$ cat src/rtl/game_sequencer.sv
// Game-flow controller for the pinball main screen: start, serve, play,
// ball-lost, level-up, game-over and win phases with life/score/level.
module game_sequencer #(
    parameter logic [3:0] INIT_LIVES      = 4'd3,
    parameter logic [3:0] SCORE_PER_LEVEL = 4'd5,
    parameter logic [3:0] MAX_LEVEL       = 4'd3,
    parameter logic [5:0] DELAY_FRAMES    = 6'd60
) (
    input  logic       clk,
    input  logic       resetN,
    input  logic       startOfFrame,
    input  logic       key5IsPressed,
    input  logic       collisionSmileyBorderBottom,
    input  logic       collisionSmileyObstacleGood,
    input  logic       collisionSmileyObstacleBad,
    output logic       pause,
    output logic       reset_level,
    output logic [3:0] life,
    output logic [3:0] score,
    output logic [3:0] level,
    output logic [1:0] screen_sel
);

    typedef enum logic [2:0] {
        IDLE, SERVE, PLAY, LOST, LVLUP, OVER, WIN
    } state_t;

    state_t     state, stateN;
    logic       key5D;
    logic [5:0] cnt, cntN;
    logic [3:0] lifeN, scoreN, levelN;
    logic       pauseN, resetLevelN;
    logic [1:0] screenN;
    logic       keyRise;

    assign keyRise = key5IsPressed & ~key5D;

    always_ff @(posedge clk or negedge resetN) begin
        if (!resetN) begin
            state       <= IDLE;
            key5D       <= 1'b0;
            cnt         <= '0;
            pause       <= 1'b1;
            reset_level <= 1'b0;
            life        <= INIT_LIVES;
            score       <= '0;
            level       <= 4'd1;
            screen_sel  <= 2'd0;
        end else begin
            state       <= stateN;
            key5D       <= key5IsPressed;
            cnt         <= cntN;
            pause       <= pauseN;
            reset_level <= resetLevelN;
            life        <= lifeN;
            score       <= scoreN;
            level       <= levelN;
            screen_sel  <= screenN;
        end
    end

    always_comb begin
        stateN      = state;
        cntN        = cnt;
        lifeN       = life;
        scoreN      = score;
        levelN      = level;
        resetLevelN = 1'b0;
        unique case (state)
            IDLE: begin
                if (keyRise) begin
                    lifeN       = INIT_LIVES;
                    scoreN      = '0;
                    levelN      = 4'd1;
                    resetLevelN = 1'b1;
                    stateN      = SERVE;
                end
            end
            SERVE: begin
                if (keyRise) stateN = PLAY;
            end
            PLAY: begin
                // One event per frame; bottom beats bad beats good.
                if (startOfFrame) begin
                    if (collisionSmileyBorderBottom) begin
                        lifeN  = life - 4'd1;
                        stateN = (life == 4'd1) ? OVER : LOST;
                    end else if (collisionSmileyObstacleBad) begin
                        if (score != 4'd0) scoreN = score - 4'd1;
                    end else if (collisionSmileyObstacleGood) begin
                        if (score == SCORE_PER_LEVEL - 4'd1) begin
                            scoreN = '0;
                            stateN = LVLUP;
                        end else begin
                            scoreN = score + 4'd1;
                        end
                    end
                end
            end
            LOST, LVLUP: begin
                if (startOfFrame) begin
                    if (cnt == DELAY_FRAMES - 6'd1) begin
                        cntN = '0;
                        if (state == LVLUP && level == MAX_LEVEL) begin
                            stateN = WIN;
                        end else begin
                            if (state == LVLUP) levelN = level + 4'd1;
                            resetLevelN = 1'b1;
                            stateN      = SERVE;
                        end
                    end else begin
                        cntN = cnt + 6'd1;
                    end
                end
            end
            OVER, WIN: begin
                if (keyRise) stateN = IDLE;
            end
            default: stateN = IDLE;
        endcase
        if (stateN != state) cntN = '0;
        pauseN = (stateN != PLAY);
        unique case (stateN)
            IDLE:    screenN = 2'd0;
            OVER:    screenN = 2'd2;
            WIN:     screenN = 2'd3;
            default: screenN = 2'd1;
        endcase
    end

endmodule

$ cat config.mk
export PLATFORM = sky130hd
export DESIGN_NAME = game_sequencer
export DESIGN_NICKNAME = d
export VERILOG_FILES = /design/src/rtl/game_sequencer.sv
export SDC_FILE = /design/constraint.sdc
export NUM_CORES = 1
export LEC_CHECK = 0
export ABC_AREA = 1
export CORE_ASPECT_RATIO = 0.6
export CORE_UTILIZATION = 60
export CTS_BUF_LIST = sky130_fd_sc_hd__clkbuf_2
export CTS_CLUSTER_DIAMETER = 200
export DETAILED_ROUTE_END_ITERATION = 16
export GPL_TIMING_DRIVEN = 0
export HOLD_SLACK_MARGIN = 0.15
export PLACE_DENSITY = 0.86
export SYNTH_ARGS = -nofsm -noshare
export SYNTH_HDL_FRONTEND = slang
export SYNTH_SLANG_ARGS = --single-unit
$ cat constraint.sdc
create_clock -name clk -period 2.6 [get_ports clk]
set_clock_uncertainty 0.1 [all_clocks]
set_input_delay 0.65 -clock clk [delete_from_list [all_inputs] [get_ports clk]]
set_output_delay 0.65 -clock clk [all_outputs]
set_load 0.01 [all_outputs]
==> results of run 1 <==
[registers in the layout (all words and copies together) (netlist names)]
name and flops:
cnt 6, level 4, life 4, score 4, state 3, screen_sel 2
key5D 1, pause 1, reset_level 1
[layer usage]
metal,share of wire,global-route usage,vias up
met2,0.43,0.387,62
met3,0.072,0.0570,2
met4,0.0033,0.0440,0
met1,0.49,0.365,666
li1,-,-,750
met5,0,0,-
[worst paths after layout]
kind	from	end	cells after the start
hold / removal	level[0]	level[0]	1
setup / recovery	level[0]	level[0]	1
min in group asynchronous	resetN	life[3]	1
max in group asynchronous	resetN	score[3]	1
setup reg to reg	score[0]	cnt[2]	13
hold reg to reg	level[0]	level[0]	1
[cell families (layout without fill, tap and decap cells)]
group	Yosys count	in the layout
and+or+nand+nor	114	114
muxes	2	2
xor gates and xnor gates	6	6
buffers and inverters	33	59
AOI/OAI and AO/OA	26	26
adders and majority gates	6	6
DFF	26	26
[power breakdown]
group / total (mW) / switching, mW / leakage [nW] / internal, mW
Clock: 0.155 / 0.114 / 0.0166 / 0.0406
Sequential: 0.509 / 0.0410 / 0.338 / 0.468
Combinational: 0.547 / 0.322 / 0.624 / 0.226
Total: 1.21 / 0.477 / 0.978 / 0.734
[cells in the mapped netlist (2+ instances only)]
cell type  number
nand3b_1        2
inv_1          28
nand2_1        41
a21oi_1         7
xnor2_1         4
o21ai_0         9
inv_2           3
nand2_2         3
a31oi_1         3
ha_1            6
dfrtp_1        22
nor2_2          2
dfstp_2         4
nand4_1         4
xor2_1          2
nand2_4         2
nand3_2         6
nor2_1         31
a211oi_1        2
buf_6           2
nand3_1        13
nor3_1          4
[area by class of cell]
class,count,share of cell area
inverters,31,0.0598
well taps,32,0.0206
multi-input cells,154,0.448
flip-flops and latches,26,0.337
repair buffers,22,0.113
clock buffers,4,0.0103
plain buffers,2,0.0116
[through the flow]
| stage | std cells | total power [mW] | hold slack (ns) | area, um^2 |
|---|---|---|---|---|
| after CTS | 271 | 1.21 | 0.428 | 1950 |
| after detailed placement | 267 | 1.06 | 0.401 | 1930 |
| after global placement | 267 | 1.03 | 0.391 | 1930 |
| after floorplan | 213 | 0.869 | 0.254 | 1670 |
| final | 271 | 1.21 | 0.425 | 1950 |
| after global routing | 271 | 1.31 | 0.439 | 1950 |
==> impl_metrics.env, run 1 <==
export IMPL_status="finished, final reports clean"
export IMPL_finalCritPeriodShare=0.864
export IMPL_grt_total_usage=0.250
export IMPL_gp_congestion=0.897
export IMPL_final_antenna_net_count=0
export IMPL_most_common_layout_cells="nand2_1 (41), nor2_1 (31), inv_1 (28), dfrtp_1 (22), clkdlybuf4s50_1 (22)"
export IMPL_yosysTopAreaCellShare=0.331
export IMPL_initial_core_util=0.647
export IMPL_multi_input_area_um2=871
export IMPL_first_iter_violations=96
export IMPL_synth_main_ff_cell="dfrtp_1"
export IMPL_portBuffers=22
export IMPL_worstMarginPinSlew_ns=1.12
export IMPL_synth_top_cell_by_area="dfrtp_1"
export IMPL_postRouteWirelength_mm=3.32
export IMPL_clockBufferDepth=2
export IMPL_die_width_um=70.0
export IMPL_cts_root_buf="clkbuf_2"
export IMPL_slew_headroom=0.252
export IMPL_final_common_cell="nand2_1"
export IMPL_synth_xor_area_frac=0.0316
export IMPL_synth_mux_area_fraction=0.0128
export IMPL_coreArea_um2=2570
export IMPL_rsz0062_at_grt="false"
export IMPL_cap_violations=0
export IMPL_grt_pass1_vias=1331
export IMPL_synth_top_family_by_area="simple AND/OR/NAND/NOR gates"
export IMPL_syn_nets=226
export IMPL_worstPathRequired_ns=1.85
export IMPL_avgSynthCellArea_um2=7.82
export IMPL_fmax_mhz=445
export IMPL_grt_pass1_wl_mm=5.87
export IMPL_path_buf_inv=1
export IMPL_synth_compound_area_frac=0.0924
export IMPL_dpl_hpwl_mm=2.52
export IMPL_fp_dieH_um=42.8
export IMPL_tritoncts="done"
export IMPL_worst_path_largest_cell_delay_ns=0.62
export IMPL_synth_area_um2=1670
export IMPL_synth_fa_ha_area_frac=0.0451
export IMPL_power_leakage_nw=0.978
export IMPL_fillers=195
export IMPL_crit_chain="clkdlybuf4s50_1"
export IMPL_period_minus_slack_ns=2.25
export IMPL_antenna_found_initial=0
export IMPL_yosysSeqAreaShare=0.394
export IMPL_cts_resized=0
export IMPL_antenna_cells=0
export IMPL_postCtsSetupRepairBufs=0
export IMPL_ys_warn_count=0
export IMPL_drc=0
export IMPL_drive_above_1_share=0.130
export IMPL_synth_edf_count=0
export IMPL_die_area_um2=3000
export IMPL_final_core_util=0.756
export IMPL_r2r_slack_ns=0.64
export IMPL_critical_path_class="flip-flop to output port"
export IMPL_row_count=14
export IMPL_synthTopCellsByArea="dfrtp_1 (33%), nand2_1 (9.2%), nor2_1 (7.0%)"
export IMPL_numCtsBuffers=3
export IMPL_setup_tns_ns=0
export IMPL_p_per_area_nw_per_um2=622
export IMPL_pre_cts_ws_ns=0.0790
export IMPL_setup_viol=0
export IMPL_clock_latency_ns=0.34
export IMPL_vias=1480
export IMPL_critPathLaunchType="flip-flop"
export IMPL_syn_inst=213
export IMPL_async_reset_ff_frac=1.00
export IMPL_grt_overflow_total=0
export IMPL_cts_max_level=1
export IMPL_crit_path_end_kind="output port"
export IMPL_io_pins=23
export IMPL_ys_ff_latch=26
export IMPL_setup_ws_ns=0.354
export IMPL_slew_viol_final=0
export IMPL_fin_nets=253
export IMPL_hold_viol_final=0
export IMPL_grt_max_degree=27
export IMPL_peakVddDrop_v=0.000608
export IMPL_ys_types=35
export IMPL_routed_via_density=5.46
export IMPL_synth_simple_area_share=0.341
export IMPL_regArea_um2=656
export IMPL_clk_pin_slew_worst_paths_ns=0.22
export IMPL_cp_slowest_cell="dfstp_2"
export IMPL_area_growth_pct=16.8
export IMPL_cp_max_fo=4
export IMPL_hold_path_class="flip-flop to flip-flop"
export IMPL_arrival_ns=1.50
export IMPL_drt_pass1_iterations=4
export IMPL_hold_buffers=0
export IMPL_cts_sinks=26
export IMPL_crit_family="flip-flops"
export IMPL_wl_per_cell_um=12.2
No activity file was read; power rests on OpenSTA's default activity.
==> run 2, diff against run 1 <==
- SLEW_MARGIN: unset -> 15
==> impl_metrics.env, run 2 (synthesis gave the netlist of run 1 again) <==
export IMPL_hold_viol_final=0
export IMPL_finalCritPeriodShare=0.864
export IMPL_routed_via_density=5.48
export IMPL_fin_hold_ws_ns=0.147
export IMPL_arrival_ns=1.50
export IMPL_hold_buffers=0
export IMPL_grt_pass1_wl_mm=5.87
export IMPL_critical_path_class="flip-flop to output port"
export IMPL_hold_path_class="input pin to asynchronous set/reset pin"
export IMPL_finalPower_mw=1.21
export IMPL_row_count=14
export IMPL_crit_path_end_kind="output port"
export IMPL_grt_total_usage=0.250
export IMPL_numCtsBuffers=3
export IMPL_grt_pass1_vias=1331
export IMPL_status="finished, final reports clean"
export IMPL_portBuffers=22
export IMPL_worst_path_largest_cell_delay_ns=0.62
export IMPL_setup_tns_ns=0
export IMPL_clk_pin_slew_worst_paths_ns=0.22
export IMPL_grt_max_degree=27
export IMPL_first_iter_violations=96
export IMPL_dr_max_layer_used="met4"
export IMPL_drc=0
export IMPL_initial_core_util=0.647
export IMPL_cts_sinks=26
export IMPL_clockBufferDepth=2
export IMPL_cp_max_fo=4
export IMPL_cts_root_buf="clkbuf_2"
export IMPL_drt_pass1_iterations=4
export IMPL_path_buf_inv=1
export IMPL_final_antenna_net_count=0
export IMPL_wl_met2_mm=1.44
export IMPL_top_register="cnt"
export IMPL_worstMarginPinSlew_ns=0.554
export IMPL_cp_slowest_cell="dfstp_2"
export IMPL_drt_met1_wl_mm=1.60
export IMPL_io_pins=23
export IMPL_dr_wl_met3_um=266
export IMPL_antenna_found_initial=0
export IMPL_die_area_um2=3000
export IMPL_critPathLaunchType="flip-flop"
export IMPL_cts_resized=0
export IMPL_fp_dieH_um=42.8
export IMPL_period_minus_slack_ns=2.25
export IMPL_postRouteWirelength_mm=3.32
export IMPL_dpl_hpwl_mm=2.52
export IMPL_place_area_um2=1930
export IMPL_die_width_um=70.0
export IMPL_largest_reg_flops=6
export IMPL_cap_violations=0
export IMPL_p_per_area_nw_per_um2=623
export IMPL_vias=1484
export IMPL_tritoncts="done"
export IMPL_worstPathRequired_ns=1.85
export IMPL_wl_per_cell_um=12.3
export IMPL_cts_max_level=1
export IMPL_fin_nets=253
export IMPL_setup_viol=0
export IMPL_coreArea_um2=2570
export IMPL_crit_family="flip-flops"
export IMPL_rsz0062_at_grt="false"
export IMPL_slew_viol_final=0
export IMPL_drive_above_1_share=0.134
export IMPL_area_growth_pct=16.5
export IMPL_postCtsSetupRepairBufs=0
export IMPL_postLayoutCellArea_um2=1940
export IMPL_most_common_layout_cells="nand2_1 (41), nor2_1 (31), inv_1 (28), dfrtp_1 (22), clkdlybuf4s50_1 (21)"
export IMPL_grt_overflow_total=0
export IMPL_antenna_cells=0
export IMPL_power_leakage_nw=0.978
export IMPL_clock_latency_ns=0.34
export IMPL_final_common_cell="nand2_1"
export IMPL_slew_headroom=0.630
export IMPL_gp_congestion=0.897
export IMPL_peakVddDrop_v=0.000608
export IMPL_crit_chain="clkdlybuf4s50_1"
export IMPL_fmax_mhz=445
[run 2: routing by layer]
layer,vias to the layer above,global-route usage
met5,-,0
met4,0,0.0440
met3,2,0.0570
met2,60,0.387
met1,674,0.365
li1,748,-
[run 2: through the flow]
step	util	worst slack, ns	cells
after floorplan	-	0.894	213
final	0.754	0.355	271
after global placement	0.748	0.145	267
after global routing	0.754	0.281	271
after CTS	0.756	0.334	271
after detailed placement	0.748	0.0790	267
[run 2: layout make-up]
cell class | instances | area, um^2
Sequential cell | 26 | 656
Buffer | 2 | 22.5
Fill cell | 196 | 634
Clock buffer | 4 | 20.0
Timing Repair Buffer | 22 | 215
Inverter | 31 | 116
Tap cell | 32 | 40.0
Multi-Input combinational cell | 154 | 871
[run 2: path summary, 6_finish.rpt]
check	startpoint	end	slack [ns]	depth (start not counted)
worst min-delay path	resetN	life[3]	0.15	1
max in group asynchronous	resetN	pause	1.88	1
min in group clk	level[0]	level[0]	0.42	1
worst max-delay path	level[0]	level[0]	0.35	1
worst min register to register	level[0]	level[0]	0.42	1
worst max register to register	score[0]	cnt[2]	0.64	13
[run 2: report_power, final]
group          internal, mW  switching [mW]
clock                0.0406           0.114
sequential            0.468          0.0410
combinational         0.225           0.322
